### src/rtl/result_arbiter_pkg.sv
// Shared types and widths for the result arbiter: default geometry, the
// held-word state encoding and a small width helper used by the sub-blocks.
package result_arbiter_pkg;

    localparam int NREQ_DEF   = 4;
    localparam int ID_W_DEF   = 2;
    localparam int DATA_W_DEF = 14;
    localparam int FIFO_W     = ID_W_DEF + DATA_W_DEF;
    localparam int STALL_W    = 16;

    // Output register occupancy: EMPTY = no word pending, HELD = word on fifo_wr_port
    typedef enum logic {
        EMPTY = 1'b0,
        HELD  = 1'b1
    } hold_state_e;

    // Width of an index able to address n requesters (never below one bit)
    function automatic int idx_width(input int n);
        return (n > 1) ? $clog2(n) : 1;
    endfunction

endpackage

### src/rtl/result_arbiter_if.sv
// Bundle of the core-array request side and the fifo write side of the
// result arbiter. "slave" is the arbiter's view, "master" the environment's.
interface result_arbiter_if
    import result_arbiter_pkg::*;
#(
    parameter int NREQ   = NREQ_DEF,
    parameter int ID_W   = ID_W_DEF,
    parameter int DATA_W = DATA_W_DEF
);

    logic [NREQ-1:0]        req;
    logic [NREQ*DATA_W-1:0] req_data;
    logic [NREQ-1:0]        ack;
    logic [ID_W+DATA_W-1:0] fifo_wr_port;
    logic                   fifo_wr_req;
    logic                   fifo_q_full;
    logic [STALL_W-1:0]     stall_cnt;

    modport master (
        output req,
        output req_data,
        output fifo_q_full,
        input  ack,
        input  fifo_wr_port,
        input  fifo_wr_req,
        input  stall_cnt
    );

    modport slave (
        input  req,
        input  req_data,
        input  fifo_q_full,
        output ack,
        output fifo_wr_port,
        output fifo_wr_req,
        output stall_cnt
    );

endinterface

### src/rtl/result_arbiter_rr_pick.sv
// Combinational round-robin picker: finds the first asserted request after
// the previous winner, wrapping around, and reports it as one-hot and index.
module result_arbiter_rr_pick
    import result_arbiter_pkg::*;
#(
    parameter  int NREQ  = NREQ_DEF,
    localparam int IDX_W = idx_width(NREQ)
) (
    input  logic [NREQ-1:0]  req_i,
    input  logic [IDX_W-1:0] last_grant_i,
    output logic [NREQ-1:0]  grant_o,
    output logic [IDX_W-1:0] idx_o,
    output logic             any_o
);

    int               cand;
    logic [IDX_W-1:0] cand_idx;

    // Scan last_grant+1 .. last_grant+NREQ (mod NREQ); the first hit wins
    always_comb begin
        grant_o  = '0;
        idx_o    = '0;
        any_o    = 1'b0;
        cand     = 0;
        cand_idx = '0;
        for (int k = 1; k <= NREQ; k++) begin
            cand = int'(last_grant_i) + k;
            if (cand >= NREQ) begin
                cand = cand - NREQ;
            end
            cand_idx = IDX_W'(cand);
            if (!any_o && req_i[cand_idx]) begin
                any_o             = 1'b1;
                grant_o[cand_idx] = 1'b1;
                idx_o             = cand_idx;
            end
        end
    end

endmodule

### src/rtl/result_arbiter.sv
// Result arbiter: shares the single fifo write port between NREQ cores.
// One output register holds the granted {id, data} word until the fifo
// takes it; a new word can be captured in the same cycle the old one leaves.
module result_arbiter
    import result_arbiter_pkg::*;
#(
    parameter int NREQ   = NREQ_DEF,
    parameter int ID_W   = ID_W_DEF,
    parameter int DATA_W = DATA_W_DEF
) (
    input  logic             clk,
    input  logic             reset,
    result_arbiter_if.slave  bus
);

    localparam int               IDX_W    = idx_width(NREQ);
    localparam int               FW       = ID_W + DATA_W;
    localparam logic [IDX_W-1:0] LAST_RST = IDX_W'(NREQ - 1);

    // Saturating increment: the stall counter sticks at all-ones
    function automatic logic [STALL_W-1:0] sat_inc(input logic [STALL_W-1:0] v);
        return (v == {STALL_W{1'b1}}) ? v : v + STALL_W'(1);
    endfunction

    hold_state_e        state_q, state_d;
    logic [FW-1:0]      word_q,  word_d;
    logic [IDX_W-1:0]   last_q,  last_d;
    logic [STALL_W-1:0] stall_q, stall_d;

    logic [DATA_W-1:0]  data_arr [NREQ];
    logic [NREQ-1:0]    pick_grant;
    logic [IDX_W-1:0]   pick_idx;
    logic               pick_any;
    logic               out_valid;
    logic               accept;
    logic               slot_free;
    logic               grant_en;

    for (genvar g = 0; g < NREQ; g++) begin : g_unpack
        assign data_arr[g] = bus.req_data[g*DATA_W +: DATA_W];
    end

    result_arbiter_rr_pick #(
        .NREQ (NREQ)
    ) u_pick (
        .req_i        (bus.req),
        .last_grant_i (last_q),
        .grant_o      (pick_grant),
        .idx_o        (pick_idx),
        .any_o        (pick_any)
    );

    // accept mirrors the fifo's own write condition, so a word leaves exactly once
    assign out_valid = (state_q == HELD);
    assign accept    = out_valid & ~bus.fifo_q_full;
    assign slot_free = ~out_valid | accept;
    assign grant_en  = slot_free & pick_any & ~reset;

    assign bus.ack          = grant_en ? pick_grant : '0;
    assign bus.fifo_wr_port = word_q;
    assign bus.fifo_wr_req  = out_valid;
    assign bus.stall_cnt    = stall_q;

    // Next state: capture a granted word, release an accepted one, count stalls
    always_comb begin
        state_d = state_q;
        word_d  = word_q;
        last_d  = last_q;
        stall_d = stall_q;
        if (out_valid && bus.fifo_q_full) begin
            stall_d = sat_inc(stall_q);
        end
        if (grant_en) begin
            state_d = HELD;
            word_d  = {ID_W'(pick_idx), data_arr[pick_idx]};
            last_d  = pick_idx;
        end else if (accept) begin
            state_d = EMPTY;
        end
    end

    // State register; reset drops any held word and restarts round-robin at core 0
    always_ff @(posedge clk) begin
        if (reset) begin
            state_q <= EMPTY;
            word_q  <= '0;
            last_q  <= LAST_RST;
            stall_q <= '0;
        end else begin
            state_q <= state_d;
            word_q  <= word_d;
            last_q  <= last_d;
            stall_q <= stall_d;
        end
    end

endmodule

### src/flat_wrapper.sv
// flat-port wrapper written by rule: the top's interface ports become plain ports
module result_arbiter_flat import result_arbiter_pkg::*;
#(
    parameter int NREQ   = NREQ_DEF,
    parameter int ID_W   = ID_W_DEF,
    parameter int DATA_W = DATA_W_DEF
)
  (clk, reset, bus_req, bus_req_data, bus_fifo_q_full, bus_ack, bus_fifo_wr_port, bus_fifo_wr_req, bus_stall_cnt);
  result_arbiter_if #(.NREQ(NREQ), .ID_W(ID_W), .DATA_W(DATA_W)) bus_i ();
  input  logic clk;
  input  logic reset;
  input wire logic [$bits(bus_i.req)-1:0] bus_req;
  input wire logic [$bits(bus_i.req_data)-1:0] bus_req_data;
  input wire logic [$bits(bus_i.fifo_q_full)-1:0] bus_fifo_q_full;
  output wire logic [$bits(bus_i.ack)-1:0] bus_ack;
  output wire logic [$bits(bus_i.fifo_wr_port)-1:0] bus_fifo_wr_port;
  output wire logic [$bits(bus_i.fifo_wr_req)-1:0] bus_fifo_wr_req;
  output wire logic [$bits(bus_i.stall_cnt)-1:0] bus_stall_cnt;
  assign bus_i.req = bus_req;
  assign bus_i.req_data = bus_req_data;
  assign bus_i.fifo_q_full = bus_fifo_q_full;
  assign bus_ack = bus_i.ack;
  assign bus_fifo_wr_port = bus_i.fifo_wr_port;
  assign bus_fifo_wr_req = bus_i.fifo_wr_req;
  assign bus_stall_cnt = bus_i.stall_cnt;
  result_arbiter #(.NREQ(NREQ), .ID_W(ID_W), .DATA_W(DATA_W)) u_core (.clk(clk), .reset(reset), .bus(bus_i));
endmodule
### config.mk
export PLATFORM = sky130hd
export DESIGN_NAME = result_arbiter_flat
export DESIGN_NICKNAME = d
export VERILOG_FILES = /design/src/rtl/result_arbiter_pkg.sv /design/src/rtl/result_arbiter_if.sv /design/src/rtl/result_arbiter_rr_pick.sv /design/src/rtl/result_arbiter.sv /design/src/flat_wrapper.sv
export SDC_FILE = /design/constraint.sdc
export NUM_CORES = 1
export LEC_CHECK = 0
export ABC_AREA = 1
export CAP_MARGIN = 0
export CORE_MARGIN = 2
export CORE_UTILIZATION = 48
export DETAILED_ROUTE_END_ITERATION = 6
export PLACE_DENSITY = 0.92
export SYNTH_ARGS = -nofsm -noshare
export SYNTH_HDL_FRONTEND = slang
export SYNTH_SLANG_ARGS = --single-unit
export TNS_END_PERCENT = 30
### constraint.sdc
create_clock -name clk -period 6.2 [get_ports clk]
set_input_delay 0.93 -clock clk [delete_from_list [all_inputs] [get_ports clk]]
set_output_delay 0.93 -clock clk [all_outputs]
set_load 0.02 [all_outputs]
== Yosys cells after proc, flatten, opt, wreduce, memory -nomap -nowiden ==
Index checks and enable logic that the tools add are counted.

* Flip-flop bits (word level): 35
* Bits of input ports: 63
* Output and inout port bits: 37
* Word-level logic and storage cells: 90

* $add $sub $neg: 9
* Magnitude comparators: 13
* Equality and inequality tests: 1
* Multiplexer cells: 38
* Bitwise operators: 12
* Reductions and logical operators: 13

{| class="wikitable"
|+ Operator list
! kind !! count
|-
| binary-select mux 14 bit (select 2 bit) || 1
|-
| two-way mux 14 bit || 2
|-
| two-way mux 4 bit || 5
|-
| adder 16 x 1 -> 16 bit (second input constant) || 1
|-
| equality test 16 bit (second input constant) || 1
|-
| two-way mux 2 bit || 8
|-
| two-way mux 1 bit || 14
|-
| greater-or-equal comparator 3 bit (second input constant) || 4
|-
| < comparator 2 x 3 -> 1 bit (second input constant) || 4
|-
| bitwise OR 4 bit || 3
|-
| binary-select mux 1 bit (select 2 bit) || 4
|-
| demux 1 bit (select 2 bit) || 4
|-
| greater-or-equal comparator 2 x 1 -> 1 bit (second input constant) || 4
|-
| logical AND 1 bit || 8
|-
| subtractor 2 x 1 -> 2 bit (second input constant) || 4
|-
| adder 2 x 2 -> 3 bit (second input constant) || 2
|-
| adder 2 x 3 -> 4 bit (second input constant) || 1
|-
| greater-or-equal comparator 4 x 3 -> 1 bit (second input constant) || 1
|-
| NOT 1 bit || 4
|-
| adder 2 x 1 -> 3 bit (second input constant) || 1
|-
| AND 1 bit || 3
|-
| zero test 1 bit || 3
|-
| NOT 2 -> 3 bit || 1
|-
| AND reduction 2 bit || 1
|-
| other kinds (2) || 2
|}

== Logic depth before layout (Yosys ltp) ==
Gate-level depths: netlist of the first run.

* Depth after elaboration: 19
* Depth in mapped cells: 17
* Gate-level depth less buffers: 15

== By module ==
From an unflattened synthesis of the first run, not the netlist that was laid out.

* Cell total of the unflattened synthesis: 380
* Area, all modules: 2412.3 um^2

{| class="wikitable"
|+ By module, submodules not included
! module !! times used !! cells an instance !! area an instance (um^2) !! seq. area each (um^2)
|-
| result_arbiter || 1 || 306 || 1954.4 || 700.7
|-
| result_arbiter_rr_pick || 1 || 74 || 457.9 || 0.0
|}

== Least setup slack after synthesis of the first run ==
No wires, ideal clock.

* Kind: input port to output port
* Start point: input bus_req[0]
* End point: output bus_ack[0]
* Arrival time: 2.019 ns
* Data required time: 5.270 ns
* Slack: 3.251 ns
* Stages on the path: 12
* Buffers on the path: 2
* Cell sequence: nand2_1 -> nand2_2 -> nand2_2 -> nand2_4 -> inv_4 -> nand4_4 -> nand3_4 -> buf_6 -> inv_1 -> buf_4 -> nand2_1 -> inv_1

* Cells in the longest elaborated chain, start to end: 15
* Elaborated cells between the ends (all ways): 28
* Those cells by class: mux: 17; bitwise: 5; reduce/logical: 6

{| class="wikitable"
|+ Ends and longest elaborated chain
! what !! line !! RTL
|-
| start: declaration || flat_wrapper.sv:12 || <nowiki>input wire logic [$bits(bus_i.req)-1:0] bus_req;</nowiki>
|-
| binary-select mux 1 bit (select 2 bit) || result_arbiter_rr_pick.sv:32 || <nowiki>if (!any_o && req_i[cand_idx]) begin</nowiki>
|-
| two-way mux 1 bit (not written as such) || result_arbiter_rr_pick.sv:32 ||
|-
| two-way mux 1 bit || result_arbiter_rr_pick.sv:32 ||
|-
| zero test 1 bit || result_arbiter_rr_pick.sv:32 ||
|-
| logical AND 1 bit || result_arbiter_rr_pick.sv:32 ||
|-
| two-way mux 1 bit || result_arbiter_rr_pick.sv:32 ||
|-
| zero test 1 bit || result_arbiter_rr_pick.sv:32 ||
|-
| logical AND 1 bit || result_arbiter_rr_pick.sv:32 ||
|-
| two-way mux 1 bit || result_arbiter_rr_pick.sv:32 ||
|-
| zero test 1 bit || result_arbiter_rr_pick.sv:32 ||
|-
| logical AND 1 bit || result_arbiter_rr_pick.sv:32 ||
|-
| two-way mux 1 bit || result_arbiter_rr_pick.sv:32 ||
|-
| AND 1 bit (2 in series) || result_arbiter.sv:57 || <nowiki>assign grant_en = slot_free & pick_any & ~reset;</nowiki>
|-
| two-way mux 4 bit * || result_arbiter.sv:59 || <nowiki>assign bus.ack = grant_en ? pick_grant : '0;</nowiki>
|-
| end: declaration || flat_wrapper.sv:15 || <nowiki>output wire logic [$bits(bus_i.ack)-1:0] bus_ack;</nowiki>
|}

Mark *: on every way between the ends. The rest lies on a longest branch, timed or not. The select of a mux whose other input is x is not followed.

== Final worst setup path of the first run ==
* Start point: input reset
* End point: output bus_ack[1]

* Cells in the longest elaborated chain, start to end: 3

{| class="wikitable"
|+ Ends and longest elaborated chain
! what !! line !! RTL
|-
| start: declaration || flat_wrapper.sv:11 || <nowiki>input logic reset;</nowiki>
|-
| NOT 1 bit || result_arbiter.sv:57 ||
|-
| AND 1 bit || result_arbiter.sv:57 ||
|-
| two-way mux 4 bit || result_arbiter.sv:59 ||
|}

No other way between the ends.

==> results of run 1 <==
## metrics by stage
stage	total power [mW]	instance area [um^2]	std cells	hold slack (ps)	setup slack (ps)
after global routing	1.97	3610	562	502	1150
after CTS	1.81	3610	562	473	1390
after detailed placement	1.65	3530	554	464	1400
final	1.81	3610	562	472	1370
after global placement	1.62	3530	554	462	1480
after floorplan	1.36	2550	399	540	3250
## cell families after synthesis
group,share of synthesized area (%)
AND/OR/NAND/NOR,46.7
adder cells (fa/ha/maj),4.42
buffers and inverters,11.3
AO/OA/AOI/OAI,9.08
flip-flops,27.5
XOR/XNOR,1.03
## metal layers
metal | vias up | GRT usage [%] | part of all wire, %
li1 | 1479 | - | -
met1 | 1269 | 29.0 | 41
met2 | 117 | 44.2 | 49
met3 | 12 | 5.65 | 8.1
met4 | 0 | 8.73 | 2.1
met5 | - | 0 | 0
## worst min path at each step
stage,from,endpoint,slack (ps),cells past startpoint
floorplan,u_core.bus.fifo_wr_port[14],u_core.bus.fifo_wr_port[14],540,2
global placement,u_core.bus.fifo_wr_port[14],u_core.bus.fifo_wr_port[14],460,2
detailed placement,u_core.bus.fifo_wr_port[12],u_core.bus.fifo_wr_port[12],460,2
CTS,u_core.bus.fifo_wr_port[12],u_core.bus.fifo_wr_port[12],470,2
global route,u_core.bus.fifo_wr_port[14],u_core.bus.fifo_wr_port[14],500,2
finish,u_core.bus.fifo_wr_port[12],u_core.bus.fifo_wr_port[12],470,2
## worst max-delay path, stage by stage
cell and delay [ps]:
clkdlybuf4s50_1 760, clkinv_1 710, nand3_4 540, inv_1 250
nand2_1 130, inv_1 40, clkdlybuf4s50_1 530
## placed cells by master, fill, tap and decap left out, drive strengths merged
master / n
nand4: 6
and3: 1
inv: 45
xor2: 2
ha: 9
xnor2: 1
clkdlybuf4s50: 99
dfxtp: 35
o22ai: 4
nor2: 41
a211oi: 1
clkinv: 2
and2: 1
nor3: 6
a21boi: 1
o21a: 1
o21ai: 15
a21oi: 14
clkbuf: 7
a31oi: 5
nor4: 2
nand3: 66
nand2: 128
## flip-flops by register name, summed over array words and instances (netlist names)
signal                   flops
u_core.bus.fifo_wr_port     16
u_core.bus.fifo_wr_req       1
u_core.bus.stall_cnt        16
u_core.last_q                2
## where the power goes
part | internal [mW] | switching (mW)
registers | 0.289 | 0.0545
clock network | 0.0787 | 0.0757
logic | 0.451 | 0.863
## area by class of cell
cell class,count,share of cell area [%]
flip-flops and latches,35,19.4
well taps,70,2.43
clock buffers,7,2.12
clock inverters,1,0.139
inverters,46,5.13
multi-input cells,304,43.3
repair buffers,99,27.5
## cells in the mapped netlist, types with 5 or more instances
library cell	n
nor3_1	5
o21ai_0	14
ha_1	9
inv_1	37
nand2_4	5
nand2_2	7
dfxtp_1	35
nand3_1	62
nand2_1	116
a21oi_1	13
a31oi_1	5
inv_4	5
nand4_1	5
nor2_1	38
==> impl_metrics.py, run 1 <==
metrics = {
    "timing": {
        "tightest_slew_ps": 811,
        "fin_crit_sh_pct": 77.9,
        "setup_viol": 0,
        "finalMaxSlewViolations": 0,
        "fin_skew_ps": 5.49,
        "maxSlewHeadroom_pct": 45.8,
        "finalSetupTns_ps": 0,
        "period_needed_ps": 4830,
        "fmax_mhz": 207,
        "final-hold-violation-count": 0,
        "grt_setup_unrepaired": "false",
    },
    "die": {
        "die_w_um": 76.9,
        "initial_core_util_pct": 49.9,
        "io_pins": 100,
        "die_h_um": 76.9,
        "coreArea_um2": 5110,
        "die_area_um2": 5910,
        "rows": 26,
    },
    "global_route": {
        "grt_use_total_pct": 24.8,
        "antenna_found_initial": 0,
        "overflow": 0,
        "grt_pass1_vias": 2637,
        "grt_max_degree": 27,
        "grt_pass1_wl_mm": 12.0,
    },
    "detailed_routing": {
        "drcViolationCount": 0,
        "via_per_inst": 5.12,
        "post_drt_wl_per_cell_um": 12.8,
        "drt-total-wl_mm": 7.17,
        "drtIter0Drc": 178,
        "vias": 2877,
        "detail-route-antenna-nets": 0,
        "drt_pass1_iterations": 5,
    },
    "clock_tree": {
        "ctsResizeCount": 0,
        "clock_sinks": 35,
        "postCtsHoldBufs": 0,
        "root_buffer": "clkbuf_8",
        "cts_setup_buffers": 0,
        "h-tree-depth": 2,
        "clk_latency_ps": 290,
        "cts_tree": "built",
        "cts.clk_slew.worst_paths_ps": 70,
        "cts_buffers": 5,
        "clk_path_buf_depth": 2,
    },
    "layout": {
        "utilization_pct": 70.6,
        "num-nets-final": 563,
        "seq_area_um2": 701,
        "area_growth_pct": 41.5,
        "drive_gt1_share_pct": 7.52,
        "multi_input_area_um2": 1560,
        "n_antenna_cell": 0,
        "fillers": 432,
    },
    "yosys": {
        "ys_types": 38,
        "synth_top_area_share_pct": 27.5,
        "synth-edff-count": 0,
        "seq_area_frac_synth_pct": 27.5,
        "synthesis.nets": 471,
        "ys_seq_elements": 35,
        "syn-cell-area_um2": 2550,
        "yosys-top-cells-area": "dfxtp_1, nand2_1, nand3_1",
        "synth_warnings": 0,
        "yosysTopAreaCell": "dfxtp_1",
        "synthArstFlopShare_pct": 0,
        "synthFlopType": "dfxtp_1",
        "avgSynthCellArea_um2": 6.39,
        "syn_inst": 399,
    },
    "placed_design": {
        "gp_congestion": 0.903,
        "dpl.hpwl_mm": 5.63,
        "port_buffers": 99,
    },
    "power_and_ir_drop": {
        "p_leak_nw": 1.61,
        "ir_drop_v": 0.000292,
        "p_per_area_nw_per_um2": 502,
    },
    "worst_setup_path": {
        "cp-startpoint": "reset",
        "required_ps": 5270,
        "reg2regPathDepth": 13,
        "crit_path_max_fanout": 26,
        "crit_end": "bus_ack[1]",
        "worstReg2RegStart": "u_core.last_q[0]",
        "reg2reg_slack_ps": 3020,
        "r2r_end": "u_core.bus.fifo_wr_port[13]",
        "cp-start-kind": "input pin",
        "crit_arrival_ps": 3900,
        "cp-end-kind": "primary output",
        "path_class": "in2out",
    },
    "worst_hold_path": {
        "min_path_type": "reg2reg",
    },
    "status": {
        "status": "finished clean",
    },
    "run": {
        "cap_violations": 0,
    },
}
Power figures use the tool's default switching activity.
==> run 2, diff against run 1 <==
- CORE_UTILIZATION: 48 -> 40
- PLACE_DENSITY: 0.92 -> 0.82
- clock period: 6.2 -> 4.3 ns (I/O delays scaled with it)
==> run 2 against run 1 <==
- first-iteration DRC count decreased by 46%
- setup slack worse by 940 ps
- register-to-register slack got worse by 1800 ps
- utilization down 12 points
- final area rose by 1.5%
- critical path depth increased by 5
- sequential share of layout area shrank 0.28 points
- critical path type is now reg2out
- highest routed layer unchanged
==> impl_metrics.py, run 2 (synthesized netlist as in run 1, its figures left out) <==
metrics = {
    "worst_setup_path": {
        "max_stage_delay_ps": 640,
        "path_cells": "inv_4 > ha_1 > inv_1 > nand2_2 > nand2_4 > inv_4 > nand4_4 > nand3_4 > inv_1 > nand2_1 > inv_1 > clkdlybuf4s50_1",
        "cp_slowest_cell": "dfxtp_1",
        "required_ps": 3650,
        "reg2reg_slack_ps": 1190,
        "reg2regPathDepth": 13,
        "worstReg2RegStart": "u_core.last_q[0]",
        "crit_arrival_ps": 3220,
        "r2r_end": "u_core.bus.fifo_wr_port[0]",
        "crit_top_cell": "inv_1",
        "path_class": "reg2out",
        "crit_path_max_fanout": 21,
        "cp-start-kind": "flop",
        "cp-end-kind": "primary output",
    },
    "status": {
        "status": "finished clean",
    },
    "die": {
        "io_pins": 100,
        "die_h_um": 83.8,
        "coreArea_um2": 6240,
        "die_w_um": 83.8,
        "initial_core_util_pct": 40.9,
        "rows": 29,
        "die_area_um2": 7030,
    },
    "clock_tree": {
        "root_buffer": "clkbuf_8",
        "cts.clk_slew.worst_paths_ps": 70,
        "h-tree-depth": 2,
        "postCtsHoldBufs": 0,
        "clk_path_buf_depth": 2,
        "cts_setup_buffers": 0,
        "ctsResizeCount": 0,
        "cts_buffers": 5,
        "clk_latency_ps": 280,
        "clock_sinks": 35,
        "cts_tree": "built",
    },
    "detailed_routing": {
        "drtIter0Drc": 97,
        "via_per_inst": 5.03,
        "detail-route-antenna-nets": 0,
        "vias": 2868,
        "drt_pass1_iterations": 5,
        "drt-total-wl_mm": 6.84,
        "drcViolationCount": 0,
        "post_drt_wl_per_cell_um": 12.0,
    },
    "timing": {
        "tightest_slew_ps": 800,
        "maxSlewHeadroom_pct": 46.5,
        "setup_viol": 0,
        "finalMaxSlewViolations": 0,
        "fmax_mhz": 259,
        "fin_crit_sh_pct": 89.9,
        "grt_setup_unrepaired": "false",
        "fin_skew_ps": 4.76,
        "period_needed_ps": 3870,
        "final-hold-violation-count": 0,
        "finalSetupTns_ps": 0,
    },
    "layout": {
        "stdcell_area_um2": 3660,
        "fillers": 590,
        "num-nets-final": 564,
        "n_antenna_cell": 0,
        "instances_no_fill": 570,
        "drive_gt1_share_pct": 8.11,
        "final_cell_mix": "nand2_1, clkdlybuf4s50_1, nand3_1",
        "final_common_cell": "nand2_1",
        "area_growth_pct": 43.5,
    },
    "power_and_ir_drop": {
        "seqPwrFrac_pct": 18.6,
        "swShare_pct": 52.5,
        "ir_drop_v": 0.000360,
        "p_total_mw": 2.64,
        "power_switching_mw": 1.39,
        "p_int_mw": 1.25,
        "p_per_area_nw_per_um2": 721,
        "p_leak_nw": 1.63,
        "pwr-share-clk_pct": 11.6,
        "p_comb_share_pct": 69.9,
    },
    "placed_design": {
        "port_buffers": 99,
        "placed_area_um2": 3540,
        "gp_congestion": 0.823,
        "dpl.hpwl_mm": 5.36,
        "dp.cells": 562,
    },
    "worst_hold_path": {
        "min_path_type": "reg2reg",
        "hp-start": "u_core.bus.fifo_wr_port[11]",
        "hold_end": "u_core.bus.fifo_wr_port[11]",
        "holdPathStages": 2,
    },
    "run": {
        "cap_violations": 0,
    },
    "global_route": {
        "grt_pass1_wl_mm": 11.6,
        "antenna_found_initial": 0,
        "grt_max_degree": 26,
        "grt_use_total_pct": 19.6,
        "grt_pass1_vias": 2654,
        "overflow": 0,
    },
}
## run 2: cell types whose count changed in the layout (fill, tap and decap cells not counted)
cell       delta
clkbuf_8      +1
bufinv_16     +1
clkbuf_1      -2
buf_4         +1
## run 2: stage by stage
stage               setup WS [ps]  hold WS, ps  util [%]
floorplan                    1660          540         -
global placement              683          460      56.8
detailed placement            628          468      56.8
CTS                           417          481      58.6
global route                  129          492      58.6
finish                        433          477      58.6
## run 2: power groups by stage
stage	sequential, mW	clock, mW	combinational, mW
after floorplan	0.566	0	1.39
after global placement	0.496	0	1.81
after detailed placement	0.497	0	1.85
after CTS	0.490	0.311	1.85
after global routing	0.503	0.329	2.06
final	0.490	0.305	1.84
## run 2: worst max path at each step
stage / start / end / slack, ps / depth (start not counted)
finish: u_core.last_q[0] / bus_ack[0] / 430 / 12
global route: u_core.last_q[1] / bus_ack[0] / 130 / 11
CTS: u_core.last_q[0] / bus_ack[0] / 420 / 12
detailed placement: bus_req[3] / bus_ack[0] / 630 / 12
global placement: bus_req[0] / bus_ack[0] / 680 / 12
floorplan: u_core.last_q[1] / bus_ack[0] / 1660 / 13
## run 2: routing by layer
metal / vias to the layer above / GRT usage [%] / share of wire [%] / wire (um)
li1: 1477 / - / - / -
met1: 1260 / 23.8 / 43 / 2930
met2: 125 / 34.7 / 48 / 3250
met3: 6 / 4.65 / 8.5 / 579
met4: 0 / 5.13 / 1.0 / 70
met5: - / 0 / 0 / 0
## run 2: final cells by class
type	count	area [um^2]	share of cell area, %
Clock inverter	2	35.0	0.957
Tap cell	77	96.3	2.63
Multi-Input combinational cell	304	1560	42.7
Inverter	46	185	5.06
Sequential cell	35	701	19.1
Timing Repair Buffer	100	998	27.3
Clock buffer	6	82.6	2.26
## run 2: critical path, delay by kind of cell, from the launching register on
kind	cells	cell delay, ps
buffers and inverters	6	1340
adders and majority gates	1	380
and+or+nand+nor	5	590
DFF	1	640
==> RTL edit: new RTL, flow settings as in run 2 <==
Change the package constant `NREQ_DEF` from 4 to 16.
--- a/src/rtl/result_arbiter_pkg.sv
+++ b/src/rtl/result_arbiter_pkg.sv
@@ -3,5 +3,5 @@
 package result_arbiter_pkg;
 
-    localparam int NREQ_DEF   = 4;
+    localparam int NREQ_DEF   = 16;
     localparam int ID_W_DEF   = 2;
     localparam int DATA_W_DEF = 14;
Interface: changed (resized bus_ack, bus_req and bus_req_data); port bits go from 100 to 292. The function was not compared with the original's and may differ.
==> RTL edit against run 2 <==
- via count grew to 4.8 times the old value
- non-clock buffer count grew 416
- area after synthesis grew to 3.2 times the old value
- worst hold slack gained 17 ps
- largest cell class unchanged
- wire length grew to 6.7 times the old value
- sequential cell count grew 2
- cell count grew to 4.0 times the old value
- design area grew to 3.7 times the old value
- worst setup slack lost 410 ps
Power is not shown: default switching activity piles up to over one toggle a cycle in this logic, so the estimate is an artifact.
==> RTL edit: results (changes against run 2) <==
| Metric | Value |
|---|---|
| Run status | completed |
| Synth unique cells | 46 (+21%) |
| Top FF cell, synth | dfxtp_1 |
| Adder-Cell Fraction of Synth Area | 2.726% (-1.7 points) |
| Vias | 13,640 (+380%) |
| Delay-heaviest family, CP | simple AND/OR/NAND/NOR gates |
| Hold Startpoint | u_core.bus.stall_cnt[3]$_SDFFE_PP0P_ |
| FF-to-FF Start | u_core.last_q[1]$_SDFFE_PP1P_ |
| Register area | 747.0 sq um (+6.6%) |
| Share of layout cells above drive strength 1 | 20.16% (+12 points) |
| Fillers | 1,837 (+210%) |
| Pre-Repair DR Iteration Count | 6 (+1) |
| Mapped Nets | 1,847 (+290%) |
| Worst Path Max Fanout | 17 (-19%) |
| Largest net degree at the start of global routing | 39 (+50%) |
| Slowest-stage cell, CP | dfxtp_4 |
| Xor and xnor fraction of the mapped netlist area | 1.409% (+0.38 points) |
| Multi-input logic area | 6982 sq um (+350%) |
| Nets | 2,270 (+300%) |
| Post-CTS setup buffer count | 3 (+3) |
| Post-CTS sizing | 39 (+39) |
| Worst-Margin Slew | 768.1 ps (-31.91 ps) |
| Root buf cell | clkbuf_16 |
| Vias in the first global route | 12,440 (+370%) |
| Final Skew | 2.950 ps (-1.805 ps) |
| Setup crit end | bus_ack[11] |
| Hold Path Stages | 1 (-1) |
| Synth top area cells | nand3_1, nand2_1, dfxtp_1, nor2_1, a21oi_1 |
| Met3 Use GR | 7.191% (+2.5 points) |
| Number of signal-net buffers in the layout | 516 (+420%) |
| HPWL after DPL | 34,070 um (+540%) |
| Clock buf/inv share | 1.175% (-2.0 points) |
| Gpl congestion | 1.066 (+29%) |
| Final wirelength | 45,530 um (+570%) |
| Grt met2 use | 61.49% (+27 points) |
| Iter 0 DRT Violations | 1,837 (+1800%) |
| Gr usage total | 38.45% (+19 points) |
| Buffer share of cell area | 36.51% (+9.2 points) |
| GRT met1 Usage | 50.73% (+27 points) |
| Synth top cells by count | nand2_1, nand3_1, nor2_1 |
| Sequential share of the synthesized area | 8.967% (-19 points) |
| Synth Area in Compound Gates | 11.71% (+2.6 points) |
| Invs w/o clock | 105 (+130%) |
| Critical Path AT | 3630 ps (+410 ps) |
## RTL edit: cell count changes after synthesis, moves of 9 or more
cell / run 2 / this run
a21oi_1: 13 / 65
buf_2: 4 / 32
buf_4: 3 / 18
buf_6: 3 / 16
clkbuf_1: 3 / 31
ha_1: 9 / 18
inv_1: 37 / 82
inv_2: 3 / 17
nand2_1: 116 / 503
nand3_1: 62 / 420
nor2_1: 38 / 177
o2111ai_1: 0 / 16
o211ai_1: 0 / 16
## RTL edit: routing by layer
metal  part of all wire, %  vias up  wire length, um
met2                    44     1050            20110
met3                    13      242             5804
met1                    37     6173            17000
li1                      -     6178                -
met5                     0        -                0
met4                   5.7        0             2617
## RTL edit: stage by stage
stage	cells	util, %	setup WS (ps)	cell area [sq um]	TNS (ps)
detailed placement	2247	63.33	-310.6	12810	-6977
global route	2279	67.34	-124.0	13630	-1317
CTS	2258	64.46	-19.71	13040	-51.96
floorplan	1586	-	96.69	8260	0
finish	2279	67.34	24.07	13630	0
global placement	2247	63.33	-289.0	12810	-6127
